==> src/rtl/spi_arb_pkg.sv <==
// Shared types and constants for the SPI device arbiter.
package spi_arb_pkg;

    typedef enum logic [2:0] {
        IDLE,
        SETUP,
        SHIFT,
        HOLD,
        GAP
    } state_e;

    localparam int DEV_COMP1 = 0;
    localparam int DEV_COMP2 = 1;
    localparam int DEV_RELAY = 2;
    localparam int NUM_DEV   = 3;

endpackage

==> src/rtl/rr_arbiter3.sv <==
// Three-way round-robin grant: combinational pick from ptr upward, registered pointer advance.
module rr_arbiter3
    import spi_arb_pkg::*;
(
    input  logic               clk_i,
    input  logic               rst_i,
    input  logic [NUM_DEV-1:0] req_i,
    input  logic               take_i,
    output logic               valid_o,
    output logic [1:0]         idx_o
);

    logic [1:0] ptr_q, ptr_d;
    logic [2:0] cand;

    // Offsets are visited from farthest to nearest so the nearest set request wins.
    always_comb begin
        valid_o = 1'b0;
        idx_o   = ptr_q;
        cand    = '0;
        for (int k = NUM_DEV - 1; k >= 0; k--) begin
            cand = {1'b0, ptr_q} + 3'(k);
            if (cand >= 3'(NUM_DEV)) begin
                cand = cand - 3'(NUM_DEV);
            end
            if (req_i[cand[1:0]]) begin
                valid_o = 1'b1;
                idx_o   = cand[1:0];
            end
        end
    end

    always_comb begin
        ptr_d = ptr_q;
        if (take_i && valid_o) begin
            ptr_d = (idx_o == 2'(NUM_DEV - 1)) ? 2'd0 : idx_o + 2'd1;
        end
    end

    always_ff @(posedge clk_i or posedge rst_i) begin
        if (rst_i) begin
            ptr_q <= '0;
        end else begin
            ptr_q <= ptr_d;
        end
    end

endmodule

==> src/rtl/spi_dev_arbiter.sv <==
// Mode-0 SPI master time-sharing sclk/mosi between comp1, comp2 and relay, granted round-robin.
// Define SPI_ARB_READBACK_EN to add miso capture with rdata/rvalid.
module spi_dev_arbiter
    import spi_arb_pkg::*;
#(
    parameter int unsigned SPI_DIV    = 2,
    parameter int unsigned WORD_BITS  = 16,
    parameter int unsigned GAP_CYCLES = 4
) (
    input  logic                 clk_12mhz,
    input  logic                 rst,
    input  logic [2:0]           req,
    input  logic [WORD_BITS-1:0] wdata0,
    input  logic [WORD_BITS-1:0] wdata1,
    input  logic [WORD_BITS-1:0] wdata2,
`ifdef SPI_ARB_READBACK_EN
    input  logic                 miso,
    output logic [WORD_BITS-1:0] rdata,
    output logic                 rvalid,
`endif
    output logic [2:0]           ack,
    output logic                 busy,
    output logic                 sclk,
    output logic                 mosi,
    output logic                 comp1_cs,
    output logic                 comp2_cs,
    output logic                 relay_cs
);

    localparam int unsigned HALF_W = $clog2(2 * WORD_BITS);
    localparam logic [7:0] DIV_LAST = 8'(SPI_DIV - 1);
    localparam logic [7:0] GAP_LAST = 8'(GAP_CYCLES - 1);
    localparam logic [HALF_W-1:0] HALF_LAST = HALF_W'(2 * WORD_BITS - 1);

    state_e               state_q, state_d;
    logic [7:0]           div_q, div_d;
    logic [HALF_W-1:0]    half_q, half_d;
    logic [WORD_BITS-1:0] shift_q, shift_d;
    logic [1:0]           grant_q, grant_d;
    logic [2:0]           cs_n_q, cs_n_d;
    logic                 sclk_q, sclk_d;
    logic                 mosi_q, mosi_d;
    logic [2:0]           ack_q, ack_d;

    logic                 arb_valid;
    logic [1:0]           arb_idx;
    logic                 arb_take;
    logic [WORD_BITS-1:0] word_sel;

    assign arb_take = (state_q == IDLE);

    rr_arbiter3 u_arb (
        .clk_i   (clk_12mhz),
        .rst_i   (rst),
        .req_i   (req),
        .take_i  (arb_take),
        .valid_o (arb_valid),
        .idx_o   (arb_idx)
    );

    always_comb begin
        case (arb_idx)
            2'(DEV_COMP1): word_sel = wdata0;
            2'(DEV_COMP2): word_sel = wdata1;
            default:       word_sel = wdata2;
        endcase
    end

    // NOTE: every next-state signal is defaulted to its register first so no path infers a latch.
    always_comb begin
        state_d = state_q;
        div_d   = div_q;
        half_d  = half_q;
        shift_d = shift_q;
        grant_d = grant_q;
        cs_n_d  = cs_n_q;
        sclk_d  = sclk_q;
        mosi_d  = mosi_q;
        ack_d   = '0;
        case (state_q)
            IDLE: begin
                if (arb_valid) begin
                    grant_d          = arb_idx;
                    shift_d          = word_sel;
                    mosi_d           = word_sel[WORD_BITS-1];
                    cs_n_d           = '1;
                    cs_n_d[arb_idx]  = 1'b0;
                    div_d            = '0;
                    state_d          = SETUP;
                end
            end
            SETUP: begin
                if (div_q == DIV_LAST) begin
                    div_d   = '0;
                    half_d  = '0;
                    sclk_d  = 1'b1;
                    state_d = SHIFT;
                end else begin
                    div_d = div_q + 8'd1;
                end
            end
            SHIFT: begin
                if (div_q == DIV_LAST) begin
                    div_d = '0;
                    if (half_q == HALF_LAST) begin
                        state_d = HOLD;
                    end else begin
                        half_d = half_q + HALF_W'(1);
                        // Even index is a high half-period, so the next boundary is a falling edge.
                        if (!half_q[0]) begin
                            sclk_d  = 1'b0;
                            shift_d = shift_q << 1;
                            mosi_d  = shift_d[WORD_BITS-1];
                        end else begin
                            sclk_d = 1'b1;
                        end
                    end
                end else begin
                    div_d = div_q + 8'd1;
                end
            end
            HOLD: begin
                if (div_q == DIV_LAST) begin
                    div_d          = '0;
                    cs_n_d         = '1;
                    ack_d[grant_q] = 1'b1;
                    mosi_d         = 1'b0;
                    shift_d        = '0;
                    state_d        = GAP;
                end else begin
                    div_d = div_q + 8'd1;
                end
            end
            GAP: begin
                if (div_q == GAP_LAST) begin
                    div_d   = '0;
                    state_d = IDLE;
                end else begin
                    div_d = div_q + 8'd1;
                end
            end
            default: state_d = IDLE;
        endcase
    end

    // NOTE: sequential state uses non-blocking assignments only, so every flop samples pre-edge values.
    always_ff @(posedge clk_12mhz or posedge rst) begin
        if (rst) begin
            state_q <= IDLE;
            div_q   <= '0;
            half_q  <= '0;
            shift_q <= '0;
            grant_q <= '0;
            cs_n_q  <= '1;
            sclk_q  <= 1'b0;
            mosi_q  <= 1'b0;
            ack_q   <= '0;
        end else begin
            state_q <= state_d;
            div_q   <= div_d;
            half_q  <= half_d;
            shift_q <= shift_d;
            grant_q <= grant_d;
            cs_n_q  <= cs_n_d;
            sclk_q  <= sclk_d;
            mosi_q  <= mosi_d;
            ack_q   <= ack_d;
        end
    end

`ifdef SPI_ARB_READBACK_EN
    logic [WORD_BITS-1:0] rx_q, rx_shift, rdata_q;
    logic                 rvalid_q;

    always_comb begin
        rx_shift    = rx_q << 1;
        rx_shift[0] = miso;
    end

    always_ff @(posedge clk_12mhz or posedge rst) begin
        if (rst) begin
            rx_q     <= '0;
            rdata_q  <= '0;
            rvalid_q <= 1'b0;
        end else begin
            rvalid_q <= |ack_d;
            if (sclk_d && !sclk_q) begin
                rx_q <= rx_shift;
            end
            if (|ack_d) begin
                rdata_q <= rx_q;
            end
        end
    end

    assign rdata  = rdata_q;
    assign rvalid = rvalid_q;
`endif

    assign ack      = ack_q;
    assign busy     = (state_q != IDLE);
    assign sclk     = sclk_q;
    assign mosi     = mosi_q;
    assign comp1_cs = cs_n_q[DEV_COMP1];
    assign comp2_cs = cs_n_q[DEV_COMP2];
    assign relay_cs = cs_n_q[DEV_RELAY];

    a_one_cs_low: assert property (@(posedge clk_12mhz) disable iff (rst) $onehot0(~cs_n_q));

endmodule

==> config.mk <==
export PLATFORM = sky130hd
export DESIGN_NAME = spi_dev_arbiter
export DESIGN_NICKNAME = d
export VERILOG_FILES = /design/src/rtl/spi_arb_pkg.sv /design/src/rtl/rr_arbiter3.sv /design/src/rtl/spi_dev_arbiter.sv
export SDC_FILE = /design/constraint.sdc
export NUM_CORES = 1
export LEC_CHECK = 0
export CAP_MARGIN = 25
export CELL_PAD_IN_SITES_DETAIL_PLACEMENT = 1
export CELL_PAD_IN_SITES_GLOBAL_PLACEMENT = 2
export CORE_MARGIN = 4
export CORE_UTILIZATION = 31
export CTS_CLUSTER_SIZE = 40
export DETAILED_ROUTE_END_ITERATION = 10
export PLACE_DENSITY_LB_ADDON = 0.12
export SKIP_LAST_GASP = 1
export SYNTH_ARGS = -nofsm -noshare
export SYNTH_HDL_FRONTEND = slang
export SYNTH_HIERARCHICAL = 1
export SYNTH_SLANG_ARGS = --single-unit
==> constraint.sdc <==
create_clock -name clk_12mhz -period 4.04 [get_ports clk_12mhz]
set_input_delay 0.404 -clock clk_12mhz [delete_from_list [all_inputs] [get_ports clk_12mhz]]
set_output_delay 0.404 -clock clk_12mhz [all_outputs]
set_load 0.03 [all_outputs]
==> results by group, run 1 <==
Outcome
  – Status: finished, final reports clean

Clocking
  – Cts repair resizes: 0
  – CTS max path bufs: 2
  – H-tree depth: 2
  – CTS tree: yes
  – Setup Fix Bufs, Post-CTS: 0
  – Clk_lat worst skew: 0.30 ns
  – Clock sinks: 43
  – Clock transition at path regs: 0.08 ns
  – Clock root buffer: clkbuf_8
  – Hold buffer count at cts: 0
  – Total CTS buffers: 5

Finish
  – Fin util: 0.407
  – Diodes inserted: 0
  – Nets: around 450
  – P&R area growth vs syn: 27.5%
  – Fraction of layout cells with a size suffix above 1: 0.0797
  – Finished Layout Cells: roughly 520

Logic synthesis
  – EDFF count, synth: 0
  – Top cells by area, synth: dfrtp_1, mux2i_1, o21ai_0
  – Yosys warns: 6
  – Async SR Flop Fraction: 1.00
  – Cell taking the most area after synthesis: dfrtp_1
  – Most frequent cell after synthesis: dfrtp_1
  – Top FF cell, synth: dfrtp_1
  – Most frequent cells after synthesis: dfrtp_1, mux2i_1, nand2_1, inv_1, o21ai_0
  – Syn Inst Count: 333
  – Top-area cell type share of the netlist area: 0.338
  – Syn_nets: around 390
  – Synth cell types: between 50 and 60
  – Syn_area_per_cell: between 8 and 9 um2
  – Seq/Total Area, Yosys: 0.365
  – Synth Cell Area: between 0.002 and 0.003 mm2
  – #FFs+latches synth: 43

Drt
  – WL/cell: around 15 um
  – DRC Markers: 0
  – DR vias/cell: between 5 and 6
  – DR vias: 2,594
  – Initial DRT Pass Iterations: 4
  – Initial drt markers: just over 80
  – Antenna-violating nets left: 0
  – Routed WL: between 7000 and 8000 um

Timing
  – Final setup violation count: 0
  – Slew at the pin with the worst max-slew slack: 1.02 ns
  – Fin Clk Skew: roughly 0.011 ns
  – Max Clk Rate: around 0.34 GHz
  – Fin crit share: 0.718
  – Setup_tns: 0 ns
  – Fin crit period: just under 3 ns
  – PnR worst setup slack: ~1.1 ns
  – Final hold vios: 0
  – Slew Viols, Final: 0
  – Relative slew margins: 0.322
  – RSZ-0062 raised after global routing: no

Global routing
  – Vias in the first global route: 2,754
  – Total grt overflow: 0
  – First-pass GRT wire length: between 10,000 and 15,000 um
  – Aggregate global-route resource usage: 0.145
  – Largest net degree at the start of global routing: 42
  – Initial antenna violation count: 0

Placement
  – Place WS: about 1.1 ns
  – RD Place Congestion: approximately 0.75
  – Dpl hpwl: around 6000 um
  – IO Port Bufs: 61
  – Inst Count DP: 510

Die
  – Die Y: about 110 um
  – Horiz. Die Dim: around 110 um
  – Ports: 62
  – Rows: 35
  – DIE AREA: between 0.01 and 0.015 mm2
  – Starting Density: 0.319
  – Core footprint: just over 0.009 mm2

Setup path
  – Reg2reg path depth: 8
  – CP max FO: 29
  – Worst R2R Start: u_arb/ptr_q[1]
  – Crit path capture type: primary output
  – Startpoint types: flip-flop
  – Cell Chain, Critical Path: nor2_1 > nand2_1 > clkdlybuf4s50_1
  – Slowest stage cell on the critical path: dfrtp_1
  – Sum of buffers and inverters on the critical path: 1
  – Critical path startpoint: state_q[0]
  – Data arrival, critical path: 2.50 ns
  – Reg2Reg Setup Slack: ~1.1 ns
  – Critical path class: reg -> out
  – Top Family by Delay on Critical Path: flip-flops
  – WP data required: 3.64 ns
  – Critical Path Max Stage Delay: ~1 ns
  – R2r endpoint: grant_q[1]

Power
  – Total power per unit cell area: about 750 mW/mm2
  – NetSw: roughly 1.3 mW
  – Worst-case vdd ir drop: between 200 and 300 uV
  – Internal power: roughly 1.5 mW
  – Switching share of power: 0.474
  – Clk pwr share: 0.097
  – Leakage: ~1.5 nW
  – Comb pwr share: 0.626
  – Pwr Total: 2.81 mW
  – Reg power frac: 0.278

Run
  – Max_cap viols: 0

Hold path
  – Hold Crit Class: in -> async
[per-layer routing]
layer,global-route usage,wire length [um],up-vias
li1,-,-,1294
met1,0.188,3770,1247
met4,0.0389,91,0
met2,0.244,3730,46
met3,0.0294,333,7
met5,0,0,-
[cells by family (layout without fill, tap and decap cells)]
family                   count (synthesis)  after routing  synth area share
multiplexers                            41             41             0.141
adder cells (fa/ha/maj)                  7              7            0.0296
flip-flops                              43             43             0.365
AND/OR/NAND/NOR                        106            106             0.200
buffers and inverters                   48            104            0.0676
XOR/XNOR                                 2              2           0.00592
AO/OA/AOI/OAI                           86             86             0.192
[cell type report]
class,instances,area (um2)
fill,1095,5510
clock inverter,2,12.5
clock buffer,6,72.6
tap,129,161
sequential,43,1080
inverter,30,113
multi-input combinational,242,1690
timing repair buffer,66,648
[stage by stage]
stage | hold slack, ns | instance area (um2)
6_report | 0.284 | 3770
5_1_grt | 0.288 | 3770
4_1_cts | 0.278 | 3770
3_5_place_dp | 0.482 | 3690
3_3_place_gp | 0.471 | 3690
2_1_floorplan | 0.145 | 2960
[cell usage in the layout (no fill, tap or decap), types with 6 or more instances in the layout]
cell type        instances
dfrtp_1                 40
nor3_1                   9
nand3_1                  6
a21oi_1                 20
inv_1                   30
ha_1                     7
o21ai_0                 29
mux2i_1                 36
nor2_1                  14
nor3b_1                 16
clkdlybuf4s50_1         61
nand2_1                 35
[worst register-to-register path: stages (launching register included)]
cell     delay, ns
dfrtp_1       0.44
inv_1         0.08
ha_1          0.43
a22oi_1       0.17
o22a_1        0.24
nor3b_2       0.19
inv_1         0.11
nor4b_2       0.73
mux2_2        0.42
[how the worst max path moves through the flow]
stage | to | slack [ns] | depth (start not counted)
after floorplan | shift_q[2] | 1.21 | 12
after global placement | grant_q[1] | 1.12 | 7
after detailed placement | grant_q[1] | 1.07 | 7
after CTS | busy | 1.11 | 3
after global routing | div_q[1] | 0.84 | 10
final | busy | 1.14 | 3
[power groups by stage]
stage	combinational (mW)	sequential (mW)	clock [mW]
after floorplan	1.39	0.732	0
after CTS	1.80	0.785	0.286
after detailed placement	1.79	0.792	0
final	1.76	0.782	0.272
after global routing	1.97	0.813	0.305
after global placement	1.76	0.788	0
[registers in the layout, summed over array words and instances, names as in the netlist]
signal       count
sclk             1
cs_n_q           3
div_q            8
shift_q         15
ack              3
state_q          3
grant_q          2
u_arb/ptr_q      2
mosi             1
half_q           5
Note: power is estimated with default switching activity, not from simulation.
==> run 2: changes to the inputs <==
Clock period 4.04 ns to 2.9 ns, I/O delays scaled along.
==> run 2 against run 1 <==
Critical path type is now reg -> reg. Via count decreased by 0.85%. Final cell count increased by 1.2%. Final area increased by 3.1%. Sequential cell count unchanged.
==> results by group, run 2 (synthesized netlist as in run 1, its figures left out) <==
Placement
  – Dpl hpwl: 5750 um (-1.5%)
  – Area of placed instances: 0.00376 mm2 (+1.9%)
  – RD Place Congestion: 0.780 (+3.7%)
  – IO Port Bufs: 61 (unchanged)

Run
  – Max_cap viols: 0 (unchanged)

Clocking
  – Total CTS buffers: 5 (unchanged)
  – Clk_lat worst skew: 0.30 ns (about the same)
  – Hold buffer count at cts: 0 (unchanged)
  – Clock root buffer: clkbuf_8
  – CTS max path bufs: 2 (unchanged)
  – Clock sinks: 43 (unchanged)
  – H-tree depth: 2 (unchanged)
  – CTS tree: yes
  – Clock transition at path regs: 0.08 ns (about the same)

Setup path
  – Critical path class: reg -> reg
  – WP data required: 3.08 ns (-0.56 ns)
  – Startpoint types: flip-flop
  – Critical path startpoint: u_arb/ptr_q[0]
  – Crit path capture type: flip-flop
  – Worst R2R Start: u_arb/ptr_q[0]
  – CP max FO: 9 (-69%)
  – Data arrival, critical path: 2.85 ns (+0.35 ns)

Timing
  – Fin crit period: about 2.7 ns
  – Max Clk Rate: 0.374 GHz
  – Fin crit share: 0.923
  – Slew at the pin with the worst max-slew slack: 0.555 ns (-0.462 ns)
  – Final setup violation count: 0 (unchanged)
  – Relative slew margins: 0.630 (+0.308)
  – Fin Clk Skew: 0.00873 ns (-0.00233 ns)
  – Setup_tns: 0 ns (unchanged)
  – Final hold vios: 0 (unchanged)
  – Fin Hold WS: 0.172 ns (-0.112 ns)
  – Slew Viols, Final: 0 (unchanged)

Global routing
  – Met2 Resource Use GR: 0.242 (-0.00228)
  – M3 GR Usage: 0.0257 (-0.00367)
  – Gr busiest metal: met2
  – Largest net degree at the start of global routing: 42 (unchanged)
  – Aggregate global-route resource usage: 0.144 (-0.000480)
  – Vias in the first global route: 2,772 (+0.65%)
  – Global-route met1 utilization: 0.192 (+0.00381)
  – First-pass GRT wire length: 13,500 um (+0.51%)
  – Initial antenna violation count: 0 (unchanged)
  – Total grt overflow: 0 (unchanged)

Finish
  – Nets: 454 (+1.3%)
  – Fin util: 0.419 (+0.0128)
  – Most frequent cells in the layout: clkdlybuf4s50_1, dfrtp_1, mux2i_1
  – Max reg flops: 15 (unchanged)
  – Diodes inserted: 0 (unchanged)
  – Largest Register: shift_q
  – Commonest non-fill, non-tap cell in the layout: clkdlybuf4s50_1
  – Top flop regs: shift_q: 15 flops, div_q: 8 flops, half_q: 5 flops
  – Fraction of layout cells with a size suffix above 1: 0.0987 (+0.0190)
  – P&R area growth vs syn: 31.5%
  – Post-route cell area: 0.00389 mm2 (+3.1%)

Drt
  – Antenna-violating nets left: 0 (unchanged)
  – Routed WL: 7760 um (-2.1%)
  – DRC Markers: 0 (unchanged)
  – DR vias: 2,572 (-0.85%)
  – Initial DRT Pass Iterations: 4 (unchanged)
  – WL/cell: 14.8 um (-3.2%)
  – Initial drt markers: 67 (-17%)
  – DR vias/cell: 4.91 (-2.0%)

Die
  – DIE AREA: 0.0112 mm2 (unchanged)
  – Ports: 62 (unchanged)
  – Core footprint: 0.00928 mm2 (unchanged)
  – Die Y: 106 um (unchanged)
  – Starting Density: 0.319 (unchanged)
  – Rows: 35 (unchanged)
  – Horiz. Die Dim: 106 um (unchanged)

Power
  – Worst-case vdd ir drop: 430 uV (+68%)
  – Leakage: 1.60 nW (+4.0%)
  – Pwr Total: 4.18 mW (+48%)
  – Total power per unit cell area: 1070 mW/mm2 (+44%)

Hold path
  – Hold Crit Class: in -> async

Outcome
  – Status: finished, final reports clean
## run 2: cell count changes in the layout (fill, tap and decap cells not counted)
cell        before  now
nor4b_4          0    1
buf_12           0    2
ha_4             0    1
clkbuf_1         1    0
nor4b_2          1    0
clkinvlp_4       1    0
ha_1             7    6
buf_4            5    9
bufinv_16        0    1
clkinv_4         0    1
## run 2: power by group
group,leakage (nW),switching [mW],internal (mW)
sequential,0.547,0.229,0.835
clock,0.0581,0.216,0.257
combinational,0.990,1.43,1.21
## run 2: routing by layer
| metal | up-vias | part of all wire | wire, um |
|---|---|---|---|
| met5 | - | 0 | 0 |
| met4 | 0 | 0.0090 | 70 |
| met3 | 5 | 0.037 | 290 |
| met2 | 38 | 0.47 | 3630 |
| met1 | 1223 | 0.49 | 3760 |
| li1 | 1306 | - | - |
## run 2: metrics by stage
step | setup WS [ns] | cells
2_1_floorplan | 0.0701 | 333
3_3_place_gp | 0.150 | 516
3_5_place_dp | 0.0649 | 516
4_1_cts | 0.0557 | 524
5_1_grt | -0.00289 | 524
6_report | 0.224 | 524
## run 2: final cells by class
type	instances	area (um2)
clock inverters	3	43.8
inverters	30	113
fillers	1112	5390
well taps	129	161
repair buffers	72	718
clock buffers	5	68.8
flip-flops and latches	43	1080
multi-input cells	242	1710
## run 2: final timing paths
check	endpoint	slack [ns]	cells after the start
min in group clk_12mhz	ack[0]	0.48	1
worst max register to register	shift_q[1]	0.22	10
max in group asynchronous	cs_n_q[2]	2.06	3
worst min register to register	ack[0]	0.48	1
worst min-delay path	u_arb/ptr_q[0]	0.17	2
worst max-delay path	shift_q[1]	0.22	10
## run 2: timing repair
item | 4_1_cts | 5_1_grt
endpoints found under the setup margin | 0 | 18
gates resized for setup | 0 | 3
buffers inserted | 0 | 0
## run 2: critical path, cell delays in order, from the launching register on
cell      delay [ns]
dfrtp_1         0.39
inv_1           0.10
ha_4            0.33
mux2i_1         0.25
o21ai_1         0.09
a311o_1         0.39
inv_1           0.13
mux2_2          0.34
o211ai_1        0.16
o31ai_1         0.10
mux2_1          0.29
